**src/rtl/traffic_cmd_parser.sv**
```systemverilog
// Byte-stream frame parser feeding the traffic-light controller command port.
// Optional checksum byte enabled by defining TRAFFIC_CMD_CHECKSUM_EN.
module traffic_cmd_parser #(
    parameter logic [7:0]  HEADER_BYTE  = 8'hA5,
    parameter int unsigned TIMEOUT_CLK  = 200,
    parameter int unsigned MAX_CMD_TYPE = 5
) (
    input  logic        clk_0m002,
    input  logic        srst_n_i,
    input  logic [7:0]  rx_data_i,
    input  logic        rx_val_i,
    output logic        rx_rdy_o,
    output logic [2:0]  cmd_type_o,
    output logic [15:0] cmd_data_o,
    output logic        cmd_val_o,
    output logic        err_o,
    output logic [7:0]  err_cnt_o
);

`ifdef TRAFFIC_CMD_CHECKSUM_EN
    typedef enum logic [2:0] {StIdle, StType, StDataHi, StDataLo, StCsum, StEmit} state_e;
`else
    typedef enum logic [2:0] {StIdle, StType, StDataHi, StDataLo, StEmit} state_e;
`endif

    localparam bit          TmoEn   = (TIMEOUT_CLK != 0);
    localparam logic [15:0] TmoLast = TmoEn ? 16'(TIMEOUT_CLK - 1) : 16'd0;

    state_e      state_q, state_d;
    logic [2:0]  type_q, type_d;
    logic [7:0]  data_hi_q, data_hi_d;
    logic [2:0]  cmd_type_q, cmd_type_d;
    logic [15:0] cmd_data_q, cmd_data_d;
    logic [15:0] tmo_q, tmo_d;
    logic [7:0]  err_cnt_q, err_cnt_d;
`ifdef TRAFFIC_CMD_CHECKSUM_EN
    logic [7:0]  data_lo_q, data_lo_d;
    logic [7:0]  csum_exp;
`endif

    logic rdy;
    logic xfer;
    logic type_legal;
    logic in_frame;
    logic tmo_hit;
    logic err;

    assign rdy        = (state_q != StEmit);
    assign xfer       = rx_val_i && rdy;
    assign type_legal = (rx_data_i[7:3] == 5'b0) && (32'(rx_data_i[2:0]) <= MAX_CMD_TYPE);
    assign in_frame   = (state_q != StIdle) && (state_q != StEmit);
    assign tmo_hit    = TmoEn && in_frame && (tmo_q == TmoLast) && !xfer;
`ifdef TRAFFIC_CMD_CHECKSUM_EN
    assign csum_exp   = {5'b0, type_q} ^ data_hi_q ^ data_lo_q;
`endif

    always_comb begin
        state_d    = state_q;
        type_d     = type_q;
        data_hi_d  = data_hi_q;
        cmd_type_d = cmd_type_q;
        cmd_data_d = cmd_data_q;
        tmo_d      = 16'd0;
        err        = 1'b0;
`ifdef TRAFFIC_CMD_CHECKSUM_EN
        data_lo_d  = data_lo_q;
`endif

        unique case (state_q)
            StIdle: begin
                // Non-header bytes are line noise: drop them without flagging.
                if (xfer && (rx_data_i == HEADER_BYTE)) begin
                    state_d = StType;
                end
            end
            StType: begin
                if (xfer) begin
                    if (type_legal) begin
                        type_d  = rx_data_i[2:0];
                        state_d = StDataHi;
                    end else begin
                        err     = 1'b1;
                        state_d = StIdle;
                    end
                end
            end
            StDataHi: begin
                if (xfer) begin
                    data_hi_d = rx_data_i;
                    state_d   = StDataLo;
                end
            end
            StDataLo: begin
                if (xfer) begin
`ifdef TRAFFIC_CMD_CHECKSUM_EN
                    data_lo_d  = rx_data_i;
                    state_d    = StCsum;
`else
                    cmd_type_d = type_q;
                    cmd_data_d = {data_hi_q, rx_data_i};
                    state_d    = StEmit;
`endif
                end
            end
`ifdef TRAFFIC_CMD_CHECKSUM_EN
            StCsum: begin
                if (xfer) begin
                    if (rx_data_i == csum_exp) begin
                        cmd_type_d = type_q;
                        cmd_data_d = {data_hi_q, data_lo_q};
                        state_d    = StEmit;
                    end else begin
                        err     = 1'b1;
                        state_d = StIdle;
                    end
                end
            end
`endif
            StEmit: begin
                state_d = StIdle;
            end
            default: begin
                state_d = StIdle;
            end
        endcase

        // An accepted byte always beats expiry in the same cycle.
        if (in_frame && !xfer) begin
            if (tmo_hit) begin
                err     = 1'b1;
                state_d = StIdle;
            end else if (TmoEn) begin
                tmo_d = tmo_q + 16'd1;
            end
        end

        err_cnt_d = err_cnt_q;
        if (err && (err_cnt_q != 8'hFF)) begin
            err_cnt_d = err_cnt_q + 8'd1;
        end
    end

    always_ff @(posedge clk_0m002) begin
        if (!srst_n_i) begin
            state_q    <= StIdle;
            type_q     <= 3'd0;
            data_hi_q  <= 8'd0;
            cmd_type_q <= 3'd0;
            cmd_data_q <= 16'd0;
            tmo_q      <= 16'd0;
            err_cnt_q  <= 8'd0;
`ifdef TRAFFIC_CMD_CHECKSUM_EN
            data_lo_q  <= 8'd0;
`endif
        end else begin
            state_q    <= state_d;
            type_q     <= type_d;
            data_hi_q  <= data_hi_d;
            cmd_type_q <= cmd_type_d;
            cmd_data_q <= cmd_data_d;
            tmo_q      <= tmo_d;
            err_cnt_q  <= err_cnt_d;
`ifdef TRAFFIC_CMD_CHECKSUM_EN
            data_lo_q  <= data_lo_d;
`endif
        end
    end

    assign rx_rdy_o   = rdy;
    assign cmd_type_o = cmd_type_q;
    assign cmd_data_o = cmd_data_q;
    assign cmd_val_o  = (state_q == StEmit);
    assign err_o      = err;
    assign err_cnt_o  = err_cnt_q;

endmodule

```
**config.mk**
```make
export PLATFORM = sky130hd
export DESIGN_NAME = traffic_cmd_parser
export DESIGN_NICKNAME = d
export VERILOG_FILES = /design/src/rtl/traffic_cmd_parser.sv
export SDC_FILE = /design/constraint.sdc
export NUM_CORES = 1
export LEC_CHECK = 0
export CORE_ASPECT_RATIO = 0.8
export CORE_MARGIN = 2
export CORE_UTILIZATION = 55
export DETAILED_ROUTE_END_ITERATION = 10
export PLACE_DENSITY = 0.93
export REMOVE_ABC_BUFFERS = 1
export SLEW_MARGIN = 20
export SYNTH_ARGS = -nofsm -noshare
export SYNTH_HDL_FRONTEND = slang
export SYNTH_SLANG_ARGS = --single-unit
```
**constraint.sdc**
```tcl
create_clock -name clk_0m002 -period 3.5 [get_ports clk_0m002]
set_input_delay 0.7 -clock clk_0m002 [delete_from_list [all_inputs] [get_ports clk_0m002]]
set_output_delay 0.7 -clock clk_0m002 [all_outputs]
set_load 0.05 [all_outputs]
```
# Yosys cells after proc, flatten, opt, wreduce, memory -nomap -nowiden

Cells that the tools add are included.

Register bits: 57
Output and inout bits: 30

Muxes and demuxes: 13
Bitwise operators: 2
Equal/unequal tests: 8
$lt $le $gt $ge: 1
Reduce and logical (&&, ||, !) cells: 16
Add/sub/neg operators: 2

Operator list:

| operator              | count |
|---|---|
| $mux 3                | 6 |
| $add 16x1->16 const B | 1 |
| $eq 16x8->1 const B   | 1 |
| $pmux 3 s4            | 1 |
| $add 8x1->8 const B   | 1 |
| $eq 8x8->1 const B    | 1 |
| $logic_and 1x1->1     | 8 |
| $ne 8x8->1 const B    | 1 |
| $eq 3x2->1 const B    | 2 |
| $logic_not 5->1       | 1 |
| $mux 1                | 5 |
| $reduce_and 2->1      | 2 |
| $eq 3x1->1 const B    | 1 |
| $eq 3x3->1 const B    | 1 |
| $le 3x3->1 const B    | 1 |
| $logic_not 3->1       | 1 |
| $ne 3x3->1 const B    | 1 |
| $reduce_and 3->1      | 1 |
| $reduce_bool 3->1     | 1 |
| $reduce_or 3->1       | 1 |
| $mux 2                | 1 |
| $not 1->1             | 2 |
| $logic_not 1->1       | 1 |

# Logic depth before layout (Yosys ltp)

Depth after elaboration: 8
Mapped depth: 8

# Least setup slack after synthesis

OpenSTA, ideal clock, no wires.

Path kind: input -> output
Start: input port rx_val_i
End: output port err_o
Arrival time: 1.780 ns
Required time: 2.800 ns
Path buffers: 0
Stages: 3
Slack: 1.020 ns
Path through: or4_1 o21a_1 inv_1

Word-level cells in the longest chain between the ends: 5

Ends and longest elaborated chain:

| what                                               | RTL line    | text |
|---|---|---|
| start: declaration                                 | 11          | `input logic rx_val_i,` |
| $logic_and 1x1->1 (*)                              | 49          | `assign xfer = rx_val_i && rdy;` |
| $mux 1 / $logic_not 1->1 (equally long branches)   | 77, 52, 128 |  |
| $mux 1 / $logic_and 1x1->1 (equally long branches) | 69, 52      |  |
| $mux 1                                             | 129         | `if (tmo_hit) begin` |
| $mux 1 (*)                                         | 128         | `if (in_frame && !xfer) begin` |
| end: declaration                                   | 16          | `output logic err_o,` |

Every way passes the cells marked *; elsewhere a longest branch is shown, timed or not.

# Final worst setup path

Ends and elaborated chain as after synthesis.

==> impl_metrics.yaml <==
global_routing:
  gr-total-overflow: 0
  grt_antenna_before_repair: 0
  grt_use_total_pct: 22.53
  grt_max_degree: 38
  grt_pass1_wl_microns: 8066
  grt_pass1_vias: 1718
placement:
  io_buffers: 40
  place_area_sq_mm: 0.002749
  dp_hpwl_microns: 3485
  gp_congestion: 0.8948
power:
  p_leak_uw: 0.001037
  ir_worst_vdd_v: 0.0002850
  p_per_area_mw_per_mm2: 475.7
setup_path:
  cp_cell_sequence: "clkdlybuf4s50_1, nor4bb_1, a21bo_2, o21a_1, inv_1, buf_12"
  cp.required_ns: 2.80
  startpoint_type: "input port"
  arrival_ns: 2.50
  path_max_fanout: 14
  slowest_stage: "clkdlybuf4s50_1"
  crit_type: "in2out"
  crit_path_end_kind: "output pin"
  slowest_delay_ns: 0.56
drt:
  wl_per_cell_microns: 13.95
  drt_pre_antenna_iters: 4
  vias: 2013
  wirelength_microns: 5161
  drtIter0Drc: 164
  ant_nets: 0
  via_per_inst: 5.441
  drc: 0
clocking:
  clk_pin_slew_ns: 0.06
  cts.path.max_buffers: 2
  cts_inserted_buffers: 9
  cts_setup_buffers: 0
  ctsHoldBuffers: 0
  cts.htree.levels: 3
  clock_latency_ns: 0.34
  cts_resized: 0
  cts_sinks: 57
  cts-root-buf: "clkbuf_8"
  cts_tree: "done"
cells_and_area:
  diodes: 0
  ff_latch_area_sq_mm: 0.001141
  area_growth_pct: 29.86
  layout-drive-gt1-share_pct: 6.390
  final_cell_area_sq_mm: 0.002993
  fill_cells: 295
  multi_input_area_sq_mm: 0.001092
  nNetsFinal: 321
timing:
  skew_ns: 0.006120
  slew_violations: 0
  tightest_slew_ns: 0.8106
  finalSetupTns_ns: 0
  period_minus_slack_ns: 3.200
  max_freq_mhz: 312.5
  finalCritPeriodShare_pct: 91.43
  hold_viol: 0
  relSlewSlack_pct: 45.81
  grt_setup_unrepaired: "false"
  finalSetupViolCount: 0
run:
  drv_cap: 0
logic_synthesis:
  yosysSeqAreaShare_pct: 49.51
  yosys_warnings: 0
  synthTopCellsByArea: "dfxtp_1, nand2_1, nor2_1, a21oi_1, mux2i_1"
  synth_edf_count: 0
  synth_top_cell_by_area: "dfxtp_1"
  ys_types: 35
  synth_cells: 267
  ys.flop_type: "dfxtp_1"
  synth_area_sq_mm: 0.002305
  ys_ff_latch: 57
  syn_area_per_cell_sq_um: 8.632
  async_flop_share_pct: 0
  netlist.area_leader.share_pct: 49.51
min_path:
  hold_class: "reg2reg"
floorplan:
  ios: 41
  die_h_microns: 61.90
  die_area_sq_mm: 0.004728
  die_x_microns: 76.38
  rows: 21
  fp.coreArea_sq_mm: 0.004099
  start_util_pct: 56.23
run_status:
  status: "completed"
==> power by group <==
| part | switching, uW | total [uW] | internal [uW] | leakage [uW] |
|---|---|---|---|---|
| Sequential | 0.0524 | 649 | 649 | 0.000459 |
| Combinational | 15.7 | 28.2 | 12.5 | 0.000458 |
| Clock | 256 | 747 | 491 | 0.000120 |
==> flip-flops by register name, summed over array words and instances (netlist names) <==
signal / flops
cmd_data_o: 16
tmo_q: 16
data_hi_q: 8
err_cnt_o: 8
cmd_type_o: 3
state_q: 3
type_q: 3
==> cell usage after synthesis, drive strengths merged (3+ instances only) <==
| master | instances |
|---|---|
| a211oi | 3 |
| a21oi | 24 |
| and3 | 6 |
| clkbuf | 9 |
| dfxtp | 57 |
| inv | 7 |
| mux2i | 12 |
| nand2 | 48 |
| nand2b | 3 |
| nand3 | 10 |
| nand4 | 4 |
| nor2 | 33 |
| nor3 | 3 |
| o21ai | 3 |
| o41ai | 3 |
| or3 | 4 |
| or4 | 5 |
| xnor2 | 8 |
| xor2 | 6 |
==> critical path: cells and delay by family <==
| kind | cells | cell delay, ns |
|---|---|---|
| compound gates | 2 | 0.51 |
| buf+inv | 3 | 0.92 |
| simple gates | 1 | 0.37 |
==> logic make-up after synthesis <==
kind of cell / after synthesis / synth area share (%)
simple gates: 124 / 25.19
xor+xnor: 14 / 5.320
flops: 57 / 49.51
buf+inv: 18 / 3.094
compound gates: 40 / 10.59
mux: 12 / 5.212
fa+ha+maj: 2 / 1.086
==> metal layers <==
| metal | GRT usage, % | routed length [microns] |
|---|---|---|
| met3 | 9.682 | 309 |
| met2 | 36.66 | 2475 |
| met1 | 27.58 | 2324 |
| met4 | 7.792 | 51 |
| met5 | 0 | 0 |
==> layout by cell type, fill, tap and decap left out, types with 3 or more instances in the layout <==
master           netlist  layout
xnor2_1                8       8
a21oi_1               24      24
or3_1                  4       4
nand2b_1               3       3
nand3_1               10      10
mux2i_1               12      12
clkbuf_8               0      10
o21ai_0                3       3
xor2_1                 6       6
or4_1                  5       5
bufinv_16              0       3
dfxtp_1               57      57
clkdlybuf4s50_1        0      39
nor3_1                 3       3
o41ai_1                3       3
and3_1                 6       6
a211oi_1               3       3
nand2_1               48      48
nor2_1                33      33
inv_1                  6       6
nand4_1                4       4
==> layout make-up <==
type	instances	share of cell area [%]
Clock inverter	5	3.428
Inverter	7	0.8779
Tap cell	57	2.383
Sequential cell	57	38.13
Clock buffer	11	4.724
Timing Repair Buffer	41	13.96
Multi-Input combinational cell	192	36.50
==> worst paths after layout <==
check	from	end	slack, ns	depth (start not counted)
min	tmo_q[0]	tmo_q[0]	0.45	1
max	rx_val_i	err_o	0.30	6
max reg2reg	tmo_q[13]	err_cnt_o[3]	1.05	5
min reg2reg	tmo_q[0]	tmo_q[0]	0.45	1
==> metrics by stage <==
stage / power (uW) / util [%] / hold slack (ns) / instances / worst slack [ns]
CTS: 1434 / 73.02 / 0.4567 / 370 / 0.3085
detailed placement: 691.2 / 67.06 / 0.4442 / 354 / 0.3129
global route: 1463 / 73.02 / 0.4802 / 370 / 0.1290
floorplan: 671.7 / - / 0.4260 / 256 / 0.9012
global placement: 690.6 / 67.06 / 0.4362 / 354 / 0.3802
finish: 1424 / 73.02 / 0.4519 / 370 / 0.2999
Power figures use the tool's default switching activity.
==> patch 1, RTL diff (config.mk and constraints unchanged) <==
Add a define of `TRAFFIC_CMD_CHECKSUM_EN`.
--- a/src/rtl/traffic_cmd_parser.sv
+++ b/src/rtl/traffic_cmd_parser.sv
@@ -1,5 +1,7 @@
 // Byte-stream frame parser feeding the traffic-light controller command port.
 // Optional checksum byte enabled by defining TRAFFIC_CMD_CHECKSUM_EN.
+`define TRAFFIC_CMD_CHECKSUM_EN
+
 module traffic_cmd_parser #(
     parameter logic [7:0]  HEADER_BYTE  = 8'hA5,
     parameter int unsigned TIMEOUT_CLK  = 200,
Check against the original RTL: not equivalent (a bounded check fails within 10 cycles, from zero or initial values and one cycle with srst_n_i low).
==> patch 1 against the unedited design <==
The flow now finishes with violations (DRC). Worst setup slack got worse by 0.22 ns. Sequential cell count increased by 8. Maximum frequency is 6.3% lower. Design area rose by 19%. Worst hold slack better by 0.0098 ns. Routed wire length up 23%. Area after synthesis up 28%. Power is 4.1% lower. Combinational power is 74% higher. Largest power group is now registers.
==> patch 1: results (changes against the unedited design) <==
Global route
The total global-route track usage is 0.227 (was 0.225). The met3 track demand over resource in global routing is 0.0857 (was 0.0968). The pin count of the biggest net entering global routing was 40 (was 38). The number of global-route vias before repair is 2258 (was 1718). The first-pass GRT wire length is 10.7 mm (was 8.07 mm).

Pwr
The static leakage is 0.00129 uW (was 0.00104 uW). The switching power is 297 uW (was 272 uW). The worst IR drop on VDD is 0.334 mV (was 0.285 mV).

Critical path
The origin of the critical flop-to-flop path is data_hi_q[6]$_SDFFE_PN0P_ (was tmo_q[13]$_SDFF_PP0_). The top cell family by delay on the critical path is simple AND/OR/NAND/NOR gates (was buffers and inverters). The cell at the slowest stage of the critical path is or4_4 (was clkdlybuf4s50_1). The arrival time at the worst endpoint is 2.72 ns (was 2.50 ns). The biggest cell delay along the critical path came to 0.58 ns (was 0.56 ns).

Layout
The layout buffering overhead excluding clock cells came to 0.126 (was 0.140). The sequential cell area share is 0.365 (was 0.381). The total of plain and repair buffers excluding clock buffers was 45 (was 41). The area fraction of clock buffers and clock inverters is 0.0506 (was 0.0815). The count of sequential standard cells is 65 (was 57).

The multi-input combinational area share is 0.432 (was 0.365). The clock buffer instance count of the final layout is 12 (was 11).

Detailed routing
The number of remaining DRC errors is 5 (was 0). The first-pass detailed-route iteration total is 7 (was 4). The routed metal-1 wirelength is 3.01 mm (was 2.32 mm). The DRC violation total after the first TritonRoute iteration is 146 (was 164). The via count came to 2403 (was 2013). The met3 layer wire length in the routed design is 385 microns (was 309 microns).

The routed length on met2 is 2.91 mm (was 2.48 mm).

Status
The final reports fail on DRC. Outcome: complete, but fails checks (was finished clean).

Floorplan
The die outline area is 0.00595 sq mm (was 0.00473 sq mm).

Synthesis
Top post-synthesis cells by count: dfxtp_1 (65), nor2_1 (57), mux2i_1 (36) (was dfxtp_1 (57), nand2_1 (48), nor2_1 (33)). The distinct cell type count after synthesis came to 36 (was 35).

Placed design
The routability congestion estimate from global placement is 0.879 (was 0.895). The sum of net half-perimeters after detailed placement was 4.16 mm (was 3.49 mm).
patch 1: cell count changes after synthesis, moves of 4 or more:
cell | unedited run | this run
dfxtp_1 | 57 | 65
nand2_1 | 48 | 35
xor2_1 | 6 | 16
a21oi_1 | 24 | 12
mux2i_1 | 12 | 36
nand3_1 | 10 | 18
or4_1 | 5 | 1
nand2b_1 | 3 | 7
nor2_1 | 33 | 57
patch 1: power groups by stage:
stage | registers [uW] | logic (uW) | clock network (uW)
after floorplan | 756 | 19.7 | 0
after global placement | 756 | 46.1 | 0
after detailed placement | 756 | 47.5 | 0
after CTS | 740 | 48.3 | 590
after global routing | 739 | 52.4 | 621
final | 740 | 49.1 | 576
patch 1: stage by stage:
step,util,hold WS [ns],instances,total power (uW)
4_1_cts,0.700,0.462,431,1380
5_1_grt,0.700,0.484,431,1410
3_5_place_dp,0.664,0.452,416,804
2_1_floorplan,-,0.418,309,776
3_3_place_gp,0.664,0.428,416,802
6_report,0.700,0.462,431,1370
patch 1: final timing paths:
kind	end	slack, ns	cells past startpoint
max	err_o	0.08	7
min	tmo_q[0]$_SDFF_PP0_	0.46	1
max reg2reg	cmd_data_o[14]$_SDFFE_PN0P_	1.21	7
min reg2reg	tmo_q[0]$_SDFF_PP0_	0.46	1
patch 1: cell families (layout without fill, tap and decap cells):
group / Yosys count / in the layout / share of synthesized area
AND/OR/NAND/NOR: 142 / 142 / 0.224
flip-flops: 65 / 65 / 0.443
multiplexers: 36 / 36 / 0.123
XOR/XNOR: 30 / 30 / 0.104
AO/OA/AOI/OAI: 29 / 29 / 0.0638
buffers and inverters: 18 / 65 / 0.0345
adder cells (fa/ha/maj): 2 / 2 / 0.00851
==> patch 2, RTL diff (same settings) <==
Made on the original files. Re-encode `state_e` (5 states) as Gray code, 3 bits wide.
--- a/src/rtl/traffic_cmd_parser.sv
+++ b/src/rtl/traffic_cmd_parser.sv
@@ -20,7 +20,7 @@
 `ifdef TRAFFIC_CMD_CHECKSUM_EN
     typedef enum logic [2:0] {StIdle, StType, StDataHi, StDataLo, StCsum, StEmit} state_e;
 `else
-    typedef enum logic [2:0] {StIdle, StType, StDataHi, StDataLo, StEmit} state_e;
+    typedef enum logic [2:0] {StIdle = 3'b000, StType = 3'b001, StDataHi = 3'b011, StDataLo = 3'b010, StEmit = 3'b110} state_e;
 `endif
 
     localparam bit          TmoEn   = (TIMEOUT_CLK != 0);
Formal check against the unedited RTL: no difference found for any inputs over 10 cycles, from zero or initial values and one cycle with srst_n_i low; not proved beyond that.
==> patch 2 against the unedited design <==
Worst hold slack worse by 0.0035 ns. Worst setup slack improved by 0.32 ns. Critical path depth unchanged. Clock power decreased by 32%. Power down 17%. Utilization fell by 1.8 points. Design area down 2.4%. Area after synthesis grew 0.33%. Sequential cell count unchanged. Routed wire length shrank 1.4%. Critical path type unchanged. Largest power group is now registers.
==> patch 2: results (changes against the unedited design) <==
Synthesis
The count of mapped cells out of synthesis is 279 (was 267). The distinct cell type count after synthesis is 34 (was 35). The most frequently used cell type in the post-synthesis netlist is nand2_1 (was dfxtp_1). Dominant cells by area after synthesis: dfxtp_1 (49%), nand2_1 (12%), a21oi_1 (6.5%), nor2_1 (4.7%), xnor2_1 (3.0%) (was dfxtp_1 (50%), nand2_1 (7.8%), nor2_1 (5.4%), a21oi_1 (5.2%), mux2i_1 (5.2%)). The part of the Yosys area used for sequential elements is 0.494 (was 0.495).

Layout
The sequential cell area share was 0.391 (was 0.381). The count of fill cells added during filler insertion is 333 (was 295). The total number of nets in the final design was 336 (was 321). The count of sequential standard cells is 57 (unchanged). The number of multi-input logic gates is 205 (was 192).

The area fraction of clock buffers and clock inverters was 0.0553 (was 0.0815). The layout buffering overhead excluding clock cells is 0.144 (was 0.140). The share of final-layout standard cells stronger than drive strength 1 is 0.0703 (was 0.0639).

The total of plain and repair buffers excluding clock buffers is 43 (was 41). The multi-input combinational area share came to 0.377 (was 0.365).

Critical path
The biggest cell delay along the critical path is 0.48 ns (was 0.56 ns). The flop-to-flop setup slack came to 1.26 ns (was 1.05 ns). The depth of the most critical reg-to-reg path is 7 (was 5). The end of the worst register-to-register path is err_cnt_o[6]$_SDFFE_PN0P_ (was err_cnt_o[3]$_SDFFE_PN0P_). The top cell family by delay on the critical path is compound AO/OA/AOI/OAI gates (was buffers and inverters).

The maximum fanout along the worst path was 5 (was 14). The arrival time at the worst endpoint came to 2.18 ns (was 2.50 ns). The origin of the critical flop-to-flop path was tmo_q[0]$_SDFF_PP0_ (was tmo_q[13]$_SDFF_PP0_).

Timing
The relative slew slack is 0.552 (was 0.458). The shortest clock period the worst path allows after layout is 2.88 ns (was 3.20 ns). The largest clock skew in the final design is 0.00755 ns (was 0.00612 ns).

Pwr
The switching power was 258 uW (was 272 uW). The clock network power is 507 uW (was 747 uW). The power density normalized to cell area is 406 mW/mm^2 (was 476 mW/mm^2). The static leakage is 0.00100 uW (was 0.00104 uW). The part of the total power dissipated in combinational logic is 0.026 (was 0.020). The worst IR drop on VDD is 0.373 mV (was 0.285 mV).

Detailed routing
The total wirelength of the detailed-routed design is 5.09 mm (was 5.16 mm). The routed length on met2 is 2.46 mm (was 2.48 mm). The post-detailed-route via-to-cell ratio is 5.47 (was 5.44). The via count is 2101 (was 2013).

Global route
The number of global-route vias before repair is 1836 (was 1718). The pin count of the biggest net entering global routing is 21 (was 38). The met1 usage in global routing came to 0.266 (was 0.276). The first-pass GRT wire length came to 8.05 mm (was 8.07 mm).

The met3 track demand over resource in global routing is 0.0954 (was 0.0968). The global routing met2 resource utilization came to 0.354 (was 0.367).

Worst hold path
The hold path endpoint is tmo_q[0]$_SDFF_PP0_ (unchanged).

Clock tree
The number of buffers created by CTS is 9 (unchanged).

Placed design
The sum of net half-perimeters after detailed placement is 3.44 mm (was 3.49 mm). The routability congestion estimate from global placement was 0.838 (was 0.895). The worst-case setup slack after placement was 0.600 ns (was 0.313 ns). The total instance count after detailed placement is 369 (was 354).

Status
Outcome: finished clean (unchanged).
[patch 2: cell count changes in the layout (fill, tap and decap cells not counted), sizes merged, moves of 3 or more]
cell / unedited run / this run
nor4: 1 / 4
o21ai: 3 / 0
nand3: 10 / 13
or3: 4 / 0
bufinv: 3 / 0
nor2: 33 / 29
a21oi: 24 / 32
nand2: 48 / 71
clkinv: 1 / 5
mux2i: 12 / 6
[patch 2: cell families (layout without fill, tap and decap cells)]
group,Yosys count,in the layout,share of synthesized area
fa+ha+maj,2,2,0.0108
compound gates,42,42,0.108
simple gates,140,140,0.274
mux,6,6,0.0260
xor+xnor,15,15,0.0568
flops,57,57,0.494
buf+inv,17,65,0.0308
[patch 2: metrics by stage]
| stage | instance area [sq um] | hold slack, ns |
|---|---|---|
| floorplan | 2270 | 0.418 |
| global placement | 2760 | 0.428 |
| detailed placement | 2760 | 0.441 |
| CTS | 2920 | 0.451 |
| global route | 2920 | 0.464 |
| finish | 2920 | 0.448 |
